--- src/rtl/risc_pkg.sv ---
// risc_pkg: shared definitions for the RISC controller slice.
//   state_t      - controller FSM states (S_TRAP only with RISC_ILLEGAL_TRAP_EN)
//   OPC_* / OP_* - instruction opcode and sub-op field values
//   ALU_*        - datapath ALU operation selects
//   SH_*         - datapath shifter selects
// Macro: RISC_ILLEGAL_TRAP_EN adds the sticky TRAP state.
package risc_pkg;

    typedef enum logic [2:0] {
        S_WAIT   = 3'd0,
        S_DECODE = 3'd1,
        S_GET_A  = 3'd2,
        S_GET_B  = 3'd3,
        S_EXEC   = 3'd4,
        S_WR_REG = 3'd5,
        S_WR_IMM = 3'd6
`ifdef RISC_ILLEGAL_TRAP_EN
        ,
        S_TRAP   = 3'd7
`endif
    } state_t;

    localparam logic [2:0] OPC_ALU    = 3'b101;
    localparam logic [2:0] OPC_MOV    = 3'b110;

    localparam logic [1:0] OP_ADD     = 2'b00;
    localparam logic [1:0] OP_CMP     = 2'b01;
    localparam logic [1:0] OP_AND     = 2'b10;
    localparam logic [1:0] OP_MVN     = 2'b11;
    localparam logic [1:0] OP_MOV_REG = 2'b00;
    localparam logic [1:0] OP_MOV_IMM = 2'b10;

    localparam logic [2:0] ALU_ADD    = 3'b000;
    localparam logic [2:0] ALU_SUB    = 3'b001;
    localparam logic [2:0] ALU_AND    = 3'b010;
    localparam logic [2:0] ALU_NOTB   = 3'b011;

    localparam logic [2:0] SH_NONE    = 3'b000;
    localparam logic [2:0] SH_LSL     = 3'b001;
    localparam logic [2:0] SH_LSR     = 3'b010;
    localparam logic [2:0] SH_ASR     = 3'b011;

endpackage

--- src/rtl/instr_dec.sv ---
// instr_dec: purely combinational instruction-word decoder.
//   ir       in  16      instruction register contents
//   opcode   out 3       ir[15:13]
//   op       out 2       ir[12:11]
//   rn/rd/rm out 3 each  register fields ir[10:8] / ir[7:5] / ir[2:0]
//   sh       out 2       shift field ir[4:3]
//   imm_out  out DATA_W  sign-extended ir[7:0]
//   illegal  out 1       opcode/op combination not supported
module instr_dec
    import risc_pkg::*;
#(
    parameter int DATA_W = 16
) (
    input  logic [15:0]       ir,
    output logic [2:0]        opcode,
    output logic [1:0]        op,
    output logic [2:0]        rn,
    output logic [2:0]        rd,
    output logic [1:0]        sh,
    output logic [2:0]        rm,
    output logic [DATA_W-1:0] imm_out,
    output logic              illegal
);

    always_comb begin
        opcode  = ir[15:13];
        op      = ir[12:11];
        rn      = ir[10:8];
        rd      = ir[7:5];
        sh      = ir[4:3];
        rm      = ir[2:0];
        imm_out = DATA_W'($signed(ir[7:0]));
        illegal = 1'b1;
        if (opcode == OPC_ALU) begin
            illegal = 1'b0;
        end else if (opcode == OPC_MOV) begin
            illegal = !((op == OP_MOV_REG) || (op == OP_MOV_IMM));
        end
    end

endmodule

--- src/rtl/risc_controller.sv ---
// risc_controller: Moore FSM sequencing a simple datapath through
// register reads, ALU execution and register write-back.
//   clk, reset_n                   clock, async active-low reset
//   s, load, in[15:0]              start, IR load enable, instruction word
//   w                              high only while idle in WAIT
//   readnum, writenum              register-file indices (0 when unused)
//   ALUop, shift                   datapath operation selects
//   write, loada..loads            datapath strobes
//   asel, bsel, vsel               datapath mux selects
//   imm_out[DATA_W-1:0]            sign-extended imm8 from the IR
//   err                            illegal-instruction flag
// Macro: RISC_ILLEGAL_TRAP_EN - illegal instructions park the FSM in TRAP
//        (err=1) until reset; otherwise they return silently to WAIT.
module risc_controller
    import risc_pkg::*;
#(
    parameter int DATA_W = 16
) (
    input  logic              clk,
    input  logic              reset_n,
    input  logic              s,
    input  logic              load,
    input  logic [15:0]       in,
    output logic              w,
    output logic [2:0]        readnum,
    output logic [2:0]        writenum,
    output logic [2:0]        ALUop,
    output logic [2:0]        shift,
    output logic              write,
    output logic              loada,
    output logic              loadb,
    output logic              loadc,
    output logic              loads,
    output logic              asel,
    output logic              bsel,
    output logic              vsel,
    output logic [DATA_W-1:0] imm_out,
    output logic              err
);

    state_t      state_q;
    state_t      state_d;
    logic [15:0] ir_q;

    logic [2:0]  opcode;
    logic [1:0]  op;
    logic [2:0]  rn;
    logic [2:0]  rd;
    logic [1:0]  sh;
    logic [2:0]  rm;
    logic        illegal;

    logic        is_mov_imm;
    logic        is_mov_reg;
    logic        is_mvn;
    logic        is_cmp;

    instr_dec #(
        .DATA_W (DATA_W)
    ) u_dec (
        .ir      (ir_q),
        .opcode  (opcode),
        .op      (op),
        .rn      (rn),
        .rd      (rd),
        .sh      (sh),
        .rm      (rm),
        .imm_out (imm_out),
        .illegal (illegal)
    );

    always_comb begin
        is_mov_imm = (opcode == OPC_MOV) && (op == OP_MOV_IMM);
        is_mov_reg = (opcode == OPC_MOV) && (op == OP_MOV_REG);
        is_mvn     = (opcode == OPC_ALU) && (op == OP_MVN);
        is_cmp     = (opcode == OPC_ALU) && (op == OP_CMP);
    end

    // Reset clears the state register directly, so an in-flight write-back
    // state is abandoned before its strobe can reach the register file.
    always_ff @(posedge clk or negedge reset_n) begin
        if (!reset_n) begin
            state_q <= S_WAIT;
            ir_q    <= '0;
        end else begin
            state_q <= state_d;
            if ((state_q == S_WAIT) && load) begin
                ir_q <= in;
            end
        end
    end

    always_comb begin
        state_d = state_q;
        case (state_q)
            S_WAIT:   if (s) state_d = S_DECODE;
            S_DECODE: begin
                if (illegal) begin
`ifdef RISC_ILLEGAL_TRAP_EN
                    state_d = S_TRAP;
`else
                    state_d = S_WAIT;
`endif
                end else if (is_mov_imm) begin
                    state_d = S_WR_IMM;
                end else if (is_mov_reg || is_mvn) begin
                    // Single-operand instructions only need the B operand.
                    state_d = S_GET_B;
                end else begin
                    state_d = S_GET_A;
                end
            end
            S_GET_A:  state_d = S_GET_B;
            S_GET_B:  state_d = S_EXEC;
            S_EXEC:   state_d = is_cmp ? S_WAIT : S_WR_REG;
            S_WR_REG: state_d = S_WAIT;
            S_WR_IMM: state_d = S_WAIT;
`ifdef RISC_ILLEGAL_TRAP_EN
            S_TRAP:   state_d = S_TRAP;
`endif
            default:  state_d = S_WAIT;
        endcase
    end

    always_comb begin
        w        = 1'b0;
        readnum  = '0;
        writenum = '0;
        ALUop    = ALU_ADD;
        shift    = SH_NONE;
        write    = 1'b0;
        loada    = 1'b0;
        loadb    = 1'b0;
        loadc    = 1'b0;
        loads    = 1'b0;
        asel     = 1'b0;
        bsel     = 1'b0;
        vsel     = 1'b0;
        case (state_q)
            S_WAIT:   w = 1'b1;
            S_GET_A: begin
                loada   = 1'b1;
                readnum = rn;
            end
            S_GET_B: begin
                loadb   = 1'b1;
                readnum = rm;
            end
            S_EXEC: begin
                // MOV reg passes B through the adder with A forced to zero.
                ALUop = is_mov_reg ? ALU_ADD : {1'b0, op};
                shift = {1'b0, sh};
                asel  = is_mov_reg;
                loadc = 1'b1;
                loads = is_cmp;
            end
            S_WR_REG: begin
                write    = 1'b1;
                writenum = rd;
            end
            S_WR_IMM: begin
                write    = 1'b1;
                vsel     = 1'b1;
                writenum = rn;
            end
            default: ;
        endcase
    end

`ifdef RISC_ILLEGAL_TRAP_EN
    always_comb err = (state_q == S_TRAP);
`else
    always_comb err = 1'b0;
`endif

endmodule

--- config.mk ---
export PLATFORM = sky130hd
export DESIGN_NAME = risc_controller
export DESIGN_NICKNAME = d
export VERILOG_FILES = /design/src/rtl/risc_pkg.sv /design/src/rtl/instr_dec.sv /design/src/rtl/risc_controller.sv
export SDC_FILE = /design/constraint.sdc
export NUM_CORES = 1
export LEC_CHECK = 0
export ABC_AREA = 1
export BUFFER_PORTS_ARGS = -buffer_cell sky130_fd_sc_hd__buf_2
export CORE_AREA = 2 2 55 57
export CTS_CLUSTER_SIZE = 30
export DETAILED_ROUTE_END_ITERATION = 10
export DIE_AREA = 0 0 57 59
export PLACE_DENSITY = 0.72
export SYNTH_ARGS = -nofsm -noshare
export SYNTH_HDL_FRONTEND = slang
export SYNTH_SLANG_ARGS = --single-unit
--- constraint.sdc ---
create_clock -name clk -period 1.55 [get_ports clk]
set_clock_uncertainty 0.1 [all_clocks]
set_input_delay 0.0775 -clock clk [delete_from_list [all_inputs] [get_ports clk]]
set_output_delay 0.0775 -clock clk [all_outputs]
set_load 0.1 [all_outputs]
Yosys cells after proc, flatten, opt, wreduce, memory -nomap -nowiden
Index checks and enable logic that the tools add are counted. W data, S select, Z words.

Equality and inequality tests: 12. Reductions and logical operators: 11. Mux-type cells: 21.

Operators by type and width (number): $eq A3 B3 Y1 const B (5); $pmux W3 S5 (1); $mux W3 (4); $pmux W3 S2 (2); $mux W1 (11); $eq A3 B2 Y1 const B (2); $mux W2 (3); $logic_and A1 B1 Y1 (5); $eq A2 B2 Y1 const B (2); $eq A3 B1 Y1 const B (1); $logic_not A3 Y1 (1); $eq A2 B1 Y1 const B (1); $logic_not A2 Y1 (1); $logic_or A1 B1 Y1 (2); $ne A2 B2 Y1 const B (1); $reduce_or A2 Y1 (1); $logic_not A1 Y1 (1).

Output and inout port bits: 38. Register bits: 19. Bits of input ports: 20.

Depth between registers and ports, before layout
Depth after elaboration: 7. Mapped depth: 7. Gate-level depth less buffers: 6.

Modules after synthesis
From an unflattened synthesis, not the netlist that was laid out.

Cells, all modules: 181. Area total of the unflattened synthesis: 1323.8 um2.

By module, submodules not included: risc_controller (cells each 142, times used 1, area each 1052.3 um2, sequential area each 475.5 um2); instr_dec (cells each 39, times used 1, area each 271.5 um2, sequential area each 0.0 um2).

Worst setup path after synthesis
No wires, ideal clock.

Path kind: register to output. Start point: register state_q[0]. End point: output port readnum[0]. Data arrival time: 2.789 ns. Buffers on the path: 0. Cell stages (with the launch flop): 4. Path slack: -1.417 ns. Path through: dfrtp_1 nor2_1 nand2_1 o21ai_0.

Longest elaborated chain between the ends: 2. Elaborated cells between the ends (all ways): 3. Those cells by class: eq/ne (2); mux (1).

RTL lines: from (decl) (RTL line risc_controller.sv:41) `state_t state_q;`; from (signal assigned) (RTL line risc_controller.sv:86) `state_q <= state_d;`; $eq A3 B2 Y1 (RTL line risc_controller.sv:139) `case (state_q)`; $pmux W3 S2 * (RTL line risc_controller.sv:139); to (decl) (RTL line risc_controller.sv:25) `output logic [2:0] readnum,`.

Mark *: on every way between the ends. The rest lies on a longest branch, timed or not.

Worst setup path after layout
Start point: register state_q[2]. End point: output port readnum[1].

Same word-level chain as after synthesis.

==> flow_results.xml <==
<?xml version="1.0" encoding="UTF-8"?>
<metrics>
  <group name="floorplan">
    <metric name="floorplan.core_area" unit="sq um">2710</metric>
    <metric name="design.die.area" unit="sq um">3360</metric>
    <metric name="die_h" unit="microns">59</metric>
    <metric name="num_rows" unit="">19</metric>
    <metric name="die_width" unit="microns">57</metric>
    <metric name="floorplan.initialDensity" unit="%">43.6</metric>
    <metric name="pin_count" unit="">58</metric>
  </group>
  <group name="setup_path">
    <metric name="crit_path_max_incr_delay" unit="ns">0.49</metric>
    <metric name="worst_reg2reg_path_depth" unit="">7</metric>
    <metric name="cp_slowest_cell" unit="">sky130_fd_sc_hd__dfrtp_2</metric>
    <metric name="cp-end-kind" unit="">output port</metric>
    <metric name="maximum_net_fanout_on_the_critical_path" unit="">5</metric>
    <metric name="worst_setup_path_start_kind" unit="">flip-flop</metric>
    <metric name="critical_path_required" unit="ns">1.37</metric>
    <metric name="crit_buf_inv" unit="">3</metric>
    <metric name="worstSetupPathDepth" unit="">6</metric>
    <metric name="crit_family" unit="">flip-flops</metric>
    <metric name="worstPathArrival" unit="ns">1.45</metric>
    <metric name="worstPathCellList" unit="">inv_4 -&gt; nand3_2 -&gt; clkinvlp_4 -&gt; nand2_2 -&gt; o21ai_4 -&gt; buf_12</metric>
    <metric name="crit_path_kind" unit="">flip-flop to output port</metric>
  </group>
  <group name="route">
    <metric name="route.vias.total" unit="">1181</metric>
    <metric name="drc" unit="">0</metric>
    <metric name="final_antenna_net_count" unit="">0</metric>
    <metric name="vias_per_cell" unit="">4.71</metric>
    <metric name="firstDrtPassIters" unit="">4</metric>
    <metric name="dr.first_iter.drc_count" unit="">21</metric>
    <metric name="routed_wirelength" unit="microns">3400</metric>
    <metric name="avgRoutedWirePerCell" unit="microns">13.5</metric>
  </group>
  <group name="sta">
    <metric name="fmaxAchievable" unit="GHz">0.616</metric>
    <metric name="final.setup.worst_slack" unit="ns">-0.0742</metric>
    <metric name="final_max_slew_viol_count" unit="">0</metric>
    <metric name="hold_violations" unit="">0</metric>
    <metric name="layout_worst_path_cycle_share" unit="%">105</metric>
    <metric name="setup_viol" unit="">14</metric>
    <metric name="layout_min_cycle_time" unit="ns">1.62</metric>
    <metric name="rsz0062_at_grt" unit="">true</metric>
  </group>
  <group name="cells_and_area">
    <metric name="count_of_antenna_diodes_in_the_layout" unit="">0</metric>
    <metric name="finalNetCount" unit="">241</metric>
    <metric name="drive_above_1_share" unit="%">60.9</metric>
    <metric name="layout-area-overhead-vs-synth" unit="%">85.7</metric>
  </group>
  <group name="synth">
    <metric name="netlist_top_cells_area" unit="">sky130_fd_sc_hd__dfrtp_1 40%, sky130_fd_sc_hd__buf_4 13%, sky130_fd_sc_hd__nand2_1 8.9%</metric>
    <metric name="synth_cell_types" unit="">21</metric>
    <metric name="synthDominantCellAreaShare" unit="%">40.3</metric>
    <metric name="postSynthAreaPerCell" unit="sq um">8.03</metric>
    <metric name="yosysSeqAreaShare" unit="%">40.3</metric>
    <metric name="postSynthCellCount" unit="">147</metric>
    <metric name="postSynthRegisterBits" unit="">19</metric>
    <metric name="netlist_area" unit="sq um">1180</metric>
    <metric name="netlist.top_cell.by_area" unit="">sky130_fd_sc_hd__dfrtp_1</metric>
    <metric name="synth-warning-count" unit="">0</metric>
  </group>
  <group name="clocking">
    <metric name="cts_buffer_depth" unit="">2</metric>
    <metric name="insertion_delay" unit="ns">0.29</metric>
    <metric name="clock_sink_count" unit="">19</metric>
    <metric name="cts_tree" unit="">built</metric>
    <metric name="cts-root-buf" unit="">sky130_fd_sc_hd__clkbuf_4</metric>
    <metric name="clk_pin_slew" unit="ns">0.11</metric>
    <metric name="cts_buffer_count" unit="">3</metric>
    <metric name="ctsHtreeMaxLevel" unit="">1</metric>
  </group>
  <group name="grt">
    <metric name="grt_remaining_overflow" unit="">0</metric>
    <metric name="initial_antenna_violation_count" unit="">0</metric>
    <metric name="vias_in_the_first_global_route" unit="">1156</metric>
    <metric name="wire_length_of_the_first_global_routing_pass" unit="microns">5200</metric>
    <metric name="grt_start_max_net_pins" unit="">27</metric>
    <metric name="groute.usage.overall" unit="%">20.2</metric>
  </group>
  <group name="outcome">
    <metric name="status" unit="">finished with violations</metric>
    <metric name="failing_checks" unit="">negative setup slack</metric>
  </group>
  <group name="place">
    <metric name="placement.io_buffers" unit="">53</metric>
    <metric name="place_hpwl" unit="microns">2060</metric>
    <metric name="place_ws" unit="ns">0.0498</metric>
    <metric name="place.gp.congestion" unit="">0.817</metric>
  </group>
  <group name="hold_path">
    <metric name="kind_of_path_behind_the_tightest_hold_check" unit="">input pin to flip-flop</metric>
    <metric name="whs_path_depth" unit="">3</metric>
  </group>
  <group name="flow_run">
    <metric name="max_cap_violations" unit="">0</metric>
  </group>
</metrics>
[synthesized netlist by cell type, drive strengths merged]
master	count
o22ai	3
nand2	30
nor2	23
a21oi	13
nor3	2
dfrtp	19
buf	23
o21ai	4
inv	19
conb	1
nand3	10
[what timing repair did]
action	in CTS	in global routing
hold endpoints to repair	36	0
buffers inserted	10	8
hold buffers	18	0
pin swaps	6	5
gates resized for setup	27	16
setup endpoints to repair	16	28
[through the flow]
step / setup TNS, ns / hold slack [ns] / area, sq um / cells / utilization, %
final: -0.893 / 0.0176 / 2190 / 251 / 80.9
after global routing: -2.22 / 0.0288 / 2190 / 251 / 80.9
after CTS: -0.482 / 0.0162 / 2080 / 243 / 76.8
after detailed placement: 0 / -0.0598 / 1680 / 211 / 62.0
after global placement: 0 / -0.0656 / 1680 / 211 / 62.0
after floorplan: -1.96 / -0.318 / 1290 / 150 / -
[cell usage in the layout, fill, tap and decap left out, types with 4 or more instances in the layout]
cell | Yosys | routed
sky130_fd_sc_hd__inv_1 | 17 | 12
sky130_fd_sc_hd__nor2_2 | 4 | 10
sky130_fd_sc_hd__dlygate4sd3_1 | 0 | 18
sky130_fd_sc_hd__buf_12 | 0 | 18
sky130_fd_sc_hd__nand2_2 | 0 | 5
sky130_fd_sc_hd__nand2_1 | 28 | 21
sky130_fd_sc_hd__a21oi_2 | 10 | 12
sky130_fd_sc_hd__nor2_4 | 1 | 10
sky130_fd_sc_hd__buf_4 | 20 | 16
sky130_fd_sc_hd__nand3_1 | 10 | 7
sky130_fd_sc_hd__buf_2 | 1 | 35
sky130_fd_sc_hd__conb_1 | 1 | 4
sky130_fd_sc_hd__dfrtp_1 | 19 | 16
[cell type report]
class	instances	area (sq um)
Multi-Input combinational cell	89	697
Tap cell	31	38.8
Inverter	19	93.8
Timing Repair Buffer	89	858
Clock buffer	4	26.3
Fill cell	162	517
Sequential cell	19	479
[cell families after synthesis]
family | after synthesis | synth area share (%)
other cells | 1 | 0.317
buf+inv | 42 | 22.0
compound gates | 20 | 12.0
flops | 19 | 40.3
simple gates | 65 | 25.4
[registers in the layout, indices dropped and copies added, names as in the netlist]
register / flops
ir_q: 16
state_q: 3
[worst register-to-register path, stage by stage, from the launching register on]
cell and delay (ns):
sky130_fd_sc_hd__dfrtp_2 0.49, sky130_fd_sc_hd__nor2_4 0.21, sky130_fd_sc_hd__buf_6 0.14, sky130_fd_sc_hd__nand2_8 0.06
sky130_fd_sc_hd__clkinv_8 0.07, sky130_fd_sc_hd__nand2_8 0.16, sky130_fd_sc_hd__nor2_2 0.16, sky130_fd_sc_hd__a21oi_2 0.04
[per-layer routing]
metal | track usage [%] | wire length [microns]
met5 | 0 | 0
met4 | 5.65 | 25
met1 | 21.7 | 1220
met3 | 3.28 | 151
met2 | 40.6 | 2000
[final timing paths]
| check | slack, ns | startpoint | end |
|---|---|---|---|
| worst max-delay path | -0.07 | state_q[2] | readnum[1] |
| worst max register to register | 0.01 | state_q[0] | ir_q[7] |
| min in group asynchronous | 0.14 | reset_n | ir_q[11] |
| max in group asynchronous | 0.89 | reset_n | state_q[1] |
| worst min register to register | 0.43 | ir_q[14] | ir_q[14] |
| worst min-delay path | 0.02 | load | ir_q[0] |
Power is not shown: default switching activity piles up to over one toggle a cycle in this logic, so the estimate is an artifact.
